<file path="src/rtl/seq_tx_pkg.sv">
// Shared types and default parameter values for the repeating serial pattern transmitter.
package seq_tx_pkg;

  typedef enum logic [1:0] {
    IDLE  = 2'd0,
    SHIFT = 2'd1,
    GAP   = 2'd2
  } seq_state_e;

  localparam int   DEF_PAT_W    = 8;
  localparam int   DEF_CNT_W    = 4;
  localparam int   DEF_GAP_LEN  = 1;
  localparam logic DEF_IDLE_BIT = 1'b0;

  // Width of a counter that must hold values 0..n-1; never narrower than one bit.
  function automatic int cnt_width(input int n);
    return (n > 1) ? $clog2(n) : 1;
  endfunction

endpackage

</file>
<file path="src/rtl/seq_tx_shifter.sv">
// Parallel-load MSB-first shift register with a bit counter and a last-bit flag.
module seq_tx_shifter
  import seq_tx_pkg::*;
#(
  parameter int PAT_W = DEF_PAT_W
) (
  input  logic             clk,
  input  logic             rst,
  input  logic             load,
  input  logic             shift,
  input  logic [PAT_W-1:0] load_data,
  output logic             msb,
  output logic             last
);

  localparam int BIT_W = cnt_width(PAT_W);

  logic [PAT_W-1:0] sr_q, sr_d;
  logic [BIT_W-1:0] bit_cnt_q, bit_cnt_d;

  // NOTE: every variable written here gets a default first, so no path can infer a latch.
  always_comb begin
    sr_d      = sr_q;
    bit_cnt_d = bit_cnt_q;
    if (load) begin
      sr_d      = load_data;
      bit_cnt_d = '0;
    end else if (shift) begin
      sr_d      = {sr_q[PAT_W-2:0], 1'b0};
      bit_cnt_d = bit_cnt_q + 1'b1;
    end
  end

  // NOTE: state updates use non-blocking assignments so all flops sample pre-edge values.
  always_ff @(posedge clk or posedge rst) begin
    if (rst) begin
      sr_q      <= '0;
      bit_cnt_q <= '0;
    end else begin
      sr_q      <= sr_d;
      bit_cnt_q <= bit_cnt_d;
    end
  end

  assign msb  = sr_q[PAT_W-1];
  assign last = (bit_cnt_q == BIT_W'(PAT_W - 1));

endmodule

</file>
<file path="src/rtl/seq_pattern_tx.sv">
// Serializes a captured pattern MSB-first, repeating it s_repeat+1 times with idle gaps between copies.
module seq_pattern_tx
  import seq_tx_pkg::*;
#(
  parameter int   PAT_W    = DEF_PAT_W,
  parameter int   CNT_W    = DEF_CNT_W,
  parameter int   GAP_LEN  = DEF_GAP_LEN,
  parameter logic IDLE_BIT = DEF_IDLE_BIT
) (
  input  logic             clk,
  input  logic             rst,
  input  logic [PAT_W-1:0] s_data,
  input  logic [CNT_W-1:0] s_repeat,
  input  logic             s_valid,
  output logic             s_ready,
  output logic             tx,
  output logic             tx_valid,
  output logic             busy,
  output logic             done
);

  localparam int GAP_W = cnt_width(GAP_LEN);

  seq_state_e       state_q, state_d;
  logic [PAT_W-1:0] pat_q, pat_d;
  logic [CNT_W-1:0] rep_q, rep_d;
  logic [GAP_W-1:0] gap_cnt_q, gap_cnt_d;
  logic             done_q, done_d;

  logic             load, shift, msb, last;
  logic [PAT_W-1:0] load_data;

  seq_tx_shifter #(.PAT_W(PAT_W)) u_shifter (
    .clk       (clk),
    .rst       (rst),
    .load      (load),
    .shift     (shift),
    .load_data (load_data),
    .msb       (msb),
    .last      (last)
  );

  always_comb begin
    state_d   = state_q;
    pat_d     = pat_q;
    rep_d     = rep_q;
    gap_cnt_d = gap_cnt_q;
    done_d    = 1'b0;
    load      = 1'b0;
    shift     = 1'b0;
    load_data = pat_q;
    case (state_q)
      IDLE: begin
        if (s_valid) begin
          pat_d     = s_data;
          rep_d     = s_repeat;
          load      = 1'b1;
          load_data = s_data;
          state_d   = SHIFT;
        end
      end
      SHIFT: begin
        if (!last) begin
          shift = 1'b1;
        end else if (rep_q != '0) begin
          // A copy just finished and more remain: gap first, or reload in place when gapless.
          rep_d = rep_q - 1'b1;
          if (GAP_LEN > 0) begin
            state_d   = GAP;
            gap_cnt_d = '0;
          end else begin
            load = 1'b1;
          end
        end else begin
          state_d = IDLE;
          done_d  = 1'b1;
        end
      end
      GAP: begin
        if (int'(gap_cnt_q) == GAP_LEN - 1) begin
          state_d = SHIFT;
          load    = 1'b1;
        end else begin
          gap_cnt_d = gap_cnt_q + 1'b1;
        end
      end
      default: state_d = IDLE;
    endcase
  end

  always_ff @(posedge clk or posedge rst) begin
    if (rst) begin
      state_q   <= IDLE;
      pat_q     <= '0;
      rep_q     <= '0;
      gap_cnt_q <= '0;
      done_q    <= 1'b0;
    end else begin
      state_q   <= state_d;
      pat_q     <= pat_d;
      rep_q     <= rep_d;
      gap_cnt_q <= gap_cnt_d;
      done_q    <= done_d;
    end
  end

  // Outputs decode straight from flops, so reset forces the idle line level without a clock edge.
  assign s_ready  = (state_q == IDLE);
  assign busy     = (state_q != IDLE);
  assign tx_valid = (state_q == SHIFT);
  assign tx       = tx_valid ? msb : IDLE_BIT;
  assign done     = done_q;

endmodule
</file>
<file path="config.mk">
export PLATFORM = sky130hd
export DESIGN_NAME = seq_pattern_tx
export DESIGN_NICKNAME = d
export VERILOG_FILES = /design/src/rtl/seq_tx_pkg.sv /design/src/rtl/seq_tx_shifter.sv /design/src/rtl/seq_pattern_tx.sv
export SDC_FILE = /design/constraint.sdc
export NUM_CORES = 1
export LEC_CHECK = 0
export ABC_AREA = 1
export CORE_MARGIN = 2
export CORE_UTILIZATION = 50
export CTS_BUF_LIST = sky130_fd_sc_hd__clkbuf_4 sky130_fd_sc_hd__clkbuf_8
export DETAILED_ROUTE_END_ITERATION = 16
export GPL_TIMING_DRIVEN = 0
export PLACE_DENSITY = 0.74
export RECOVER_POWER = 100
export SYNTH_ARGS = -nofsm -noshare
export SYNTH_HDL_FRONTEND = slang
export SYNTH_SLANG_ARGS = --single-unit
</file>
<file path="constraint.sdc">
create_clock -name clk -period 3.5 [get_ports clk]
set_input_delay 0.7 -clock clk [delete_from_list [all_inputs] [get_ports clk]]
set_output_delay 0.7 -clock clk [all_outputs]
set_load 0.03 [all_outputs]
</file>
; ---- Word-level counts from Yosys, hierarchy flattened
; Cells that the tools add are included.
; W data, S select, Z words.
[classes]
n_addsub = 3
n_eq_ne = 7
mux = 28
n_reduce_logical = 9
[op_table]
columns = operator, n
row1 = $mux W8, 4
row2 = $mux W4, 3
row3 = $mux W1, 11
row4 = $mux W2, 4
row5 = $pmux W4 S2, 1
row6 = $reduce_bool A2 Y1, 4
row7 = $mux W3, 2
row8 = $pmux W2 S3, 1
row9 = $reduce_and A3 Y1, 2
row10 = $ne A2 B1 Y1 const B, 2
row11 = $ne A2 B2 Y1 const B, 2
row12 = $pmux W1 S2, 2
row13 = $reduce_and A4 Y1, 1
row14 = $reduce_bool A4 Y1, 1
row15 = $sub A4 B1 Y4 const B, 1
row16 = $add A3 B1 Y3 const B, 1
row17 = $eq A3 B3 Y1 const B, 1
row18 = $eq A2 B1 Y1 const B, 1
row19 = $eq A2 B2 Y1 const B, 1
row20 = $logic_not A2 Y1, 1
row21 = $add A1 B1 Y1 const B, 1
[word_totals]
input_bits = 15
output_inout_bits = 5
word_cells = 54
regBits = 27

; ---- Logic depth before layout (Yosys ltp)
[logic_depth]
word_depth = 5
mapped_depth = 8
ltp_nobuf = 8

; ---- Hierarchy
; A second synthesis with hierarchy kept.
[unflattened]
cells_unflattened = 152
hier_area_um2 = 1237.4
[by_module_without_submodules]
columns = mod, instances, area_per_inst_um2, cells_each
row1 = seq_pattern_tx, 1, 725.7, 93
row2 = seq_tx_shifter, 1, 511.7, 59

; ---- Least setup slack after synthesis
; OpenSTA, ideal clock, no wires.
[synth_timing]
path_type = reg2out
start = register state_q[0]
end = output port busy
stages_incl_launch_ff = 3
arrival_time_ns = 1.053
slack_ns = 1.747
n_path_buf = 0
cell_sequence = dfrtp_1 > nor2_4 > inv_1
[synth_between]
elab_chain_len = 1
[synth_rtl]
columns = element, line
row1 = "start, declared", seq_pattern_tx.sv:24  ; seq_state_e state_q, state_d;
row2 = "start signal, assigned", seq_pattern_tx.sv:99  ; state_q <= state_d;
row3 = $reduce_bool A2 Y1, seq_pattern_tx.sv:109  ; assign busy = (state_q != IDLE);
row4 = "end, declared", seq_pattern_tx.sv:18  ; output logic busy,
; Every way passes these cells.

; ---- Worst setup path after layout
[layout_timing]
start = register state_q[0]
end = output port s_ready
[layout_between]
elab_chain_len = 1
[layout_rtl]
columns = element, line
row1 = $logic_not A2 Y1, seq_pattern_tx.sv:108  ; assign s_ready = (state_q == IDLE);
row2 = "end, declared", seq_pattern_tx.sv:15  ; output logic s_ready,
; Every way passes these cells.

==> impl_metrics.ini <==
[critical_path]
critPathCaptureType = output pin
critPathKind = reg2out
critPathRequiredTime_ns = 2.80
r2r_slack_ns = 1.44
worstPathArrival_ns = 2.17
crit_fanout = 10
critPathLaunchType = flip-flop

[timing]
worst_slack_ns = 0.626
setup_viol = 0
tns_ns = 0
slew_viol_final = 0
clock.fmax_mhz = 348
clock_skew_ns = 0.00132
slew_headroom_pct = 34.6
period_share_pct = 82.1
rsz0062_at_grt = no
tightest_slew_ns = 0.981
hold_viol_final = 0
min_period_ns = 2.87

[detailed_routing]
wire_per_inst_um = 12.1
m1WireLength_mm = 1.24
dr_wl_met2_mm = 1.13
drt_iter0_markers = 16
wl_met3_um = 70
routed.top_layer = met4
viasPerCell = 5.00
drc_errors = 0
routed_wl_mm = 2.49
antenna_left = 0
via_count = 1025
dr.pass1.iters = 4

[floorplanning]
ios = 20
die_w_um = 54.4
core.rowCount = 18
start_util_pct = 52.2
die_h_um = 54.4
dieArea_um2 = 2960
coreArea_um2 = 2430

[cells_and_area]
finalNetCount = 194
area_growth_pct = 17.4
layout_commonest_cell = nand2_1
mostFrequentLayoutCells = nand2_1 (49), dfrtp_1 (26), nor2_1 (18)
fin_util_pct = 61.3
drive_above_1_share_pct = 7.43
diodes = 0

[power_and_ir_drop]
p_leak_nw = 0.770
cellPowerDensity_nw_per_um2 = 870
peakVddDrop_uv = 619
finalPower_mw = 1.30

[yosys]
synth_cell_types = 19
synth_top_area_share_pct = 51.2
synthTopCellsByArea = dfrtp_1 (51%), nand2_1 (14%), nand3_1 (6.7%)
yosysSeqAreaShare_pct = 51.2
synthesis.area_um2 = 1270
synth_top_cell_by_area = dfrtp_1
syn_area_per_cell_um2 = 8.30
ys_warn_count = 0
ys_ff_latch = 26
synthCells = 153
syn_nets = 171

[clock_tree]
cts_tree = built
hold_buffers = 0
htreeDepth = 1
clk_path_buf_depth = 2
cts.clk_slew.worst_paths_ns = 0.13
clk_latency_ns = 0.32
clock-sinks = 26
cts-resized-gates = 0
cts.root.buffer_cell = clkbuf_4
cts_setup_buffers = 0
cts_buffers = 3

[global_routing]
grt_remaining_overflow = 0
grt_pass1_wl_mm = 4.07
grt_max_degree = 27
antenna_found_initial = 0
grt_pass1_vias = 937
grt_use_total_pct = 19.5

[hold_path]
hold_class = reg2reg

[outcome]
outcome = complete, no violations

[job]
drv_cap = 0

[placement]
numPortBuffers = 18
dpl.hpwl_mm = 1.85
gp_congestion = 0.742
pre_cts_ws_ns = 1.28
## worst max-delay path, stage by stage (launching register included)
cell	delay (ns)
dfrtp_1	0.50
nor2_1	0.53
dlygate4sd3_1	0.83
## stage by stage
step	instance area [um2]	instances	hold WS [ns]
finish	1490	205	0.492
global route	1490	205	0.533
CTS	1520	205	0.490
detailed placement	1490	201	0.457
global placement	1490	201	0.453
floorplan	1270	153	0.438
## worst paths after layout
check | startpoint | to | cells after the start
setup / recovery | state_q[0] | s_ready | 2
hold / removal | pat_q[5] | pat_q[5] | 2
setup reg to reg | state_q[0] | u_shifter.sr_q[0] | 4
hold reg to reg | pat_q[5] | pat_q[5] | 2
max in group asynchronous | rst | u_shifter.sr_q[1] | 2
min in group asynchronous | rst | rep_q[2] | 2
## cell type report
type                    instances  area, um2
fillers                       238        941
flip-flops and latches         26        651
multi-input cells             108        514
repair buffers                 18        180
inverters                      18       67.6
well taps                      30       37.5
clock buffers                   4       36.3
plain buffers                   1       5.00
## metal layers
metal / up-vias / GRT usage [%]
met4: 0 / 8.75
met1: 478 / 25.8
met5: - / 0
li1: 528 / -
met2: 15 / 31.1
met3: 4 / 3.28
## power by group
group | internal (mW) | switching (mW) | total, mW
clock network | 0.0636 | 0.0863 | 0.150
logic | 0.229 | 0.405 | 0.635
registers | 0.437 | 0.0761 | 0.513
## synthesized netlist by cell type
master	number
inv_2	4
nand2_4	3
o21ai_1	4
nor2_4	4
nor3_1	1
nand3b_1	2
nand2_2	2
nand3_1	17
o21ai_0	5
inv_1	14
ha_1	3
nand2_1	47
nor2_1	15
buf_2	1
mux2i_1	1
nor2_2	1
a21oi_1	2
dfrtp_1	26
o21ai_2	1
## kinds of logic (layout without fill, tap and decap cells)
kind of cell / count (synthesis) / in the layout / share of synthesized area (%)
AND/OR/NAND/NOR: 92 / 92 / 34.3
buffers and inverters: 19 / 41 / 5.71
AO/OA/AOI/OAI: 12 / 12 / 5.02
multiplexers: 1 / 1 / 0.788
adder cells (fa/ha/maj): 3 / 3 / 2.96
flip-flops: 26 / 26 / 51.2
## flip-flops by register name, indices dropped and copies added (netlist names)
register,count
state_q,2
u_shifter.sr_q,8
u_shifter.bit_cnt_q,3
done,1
pat_q,8
rep_q,4
(Power assumes the default switching activity.)
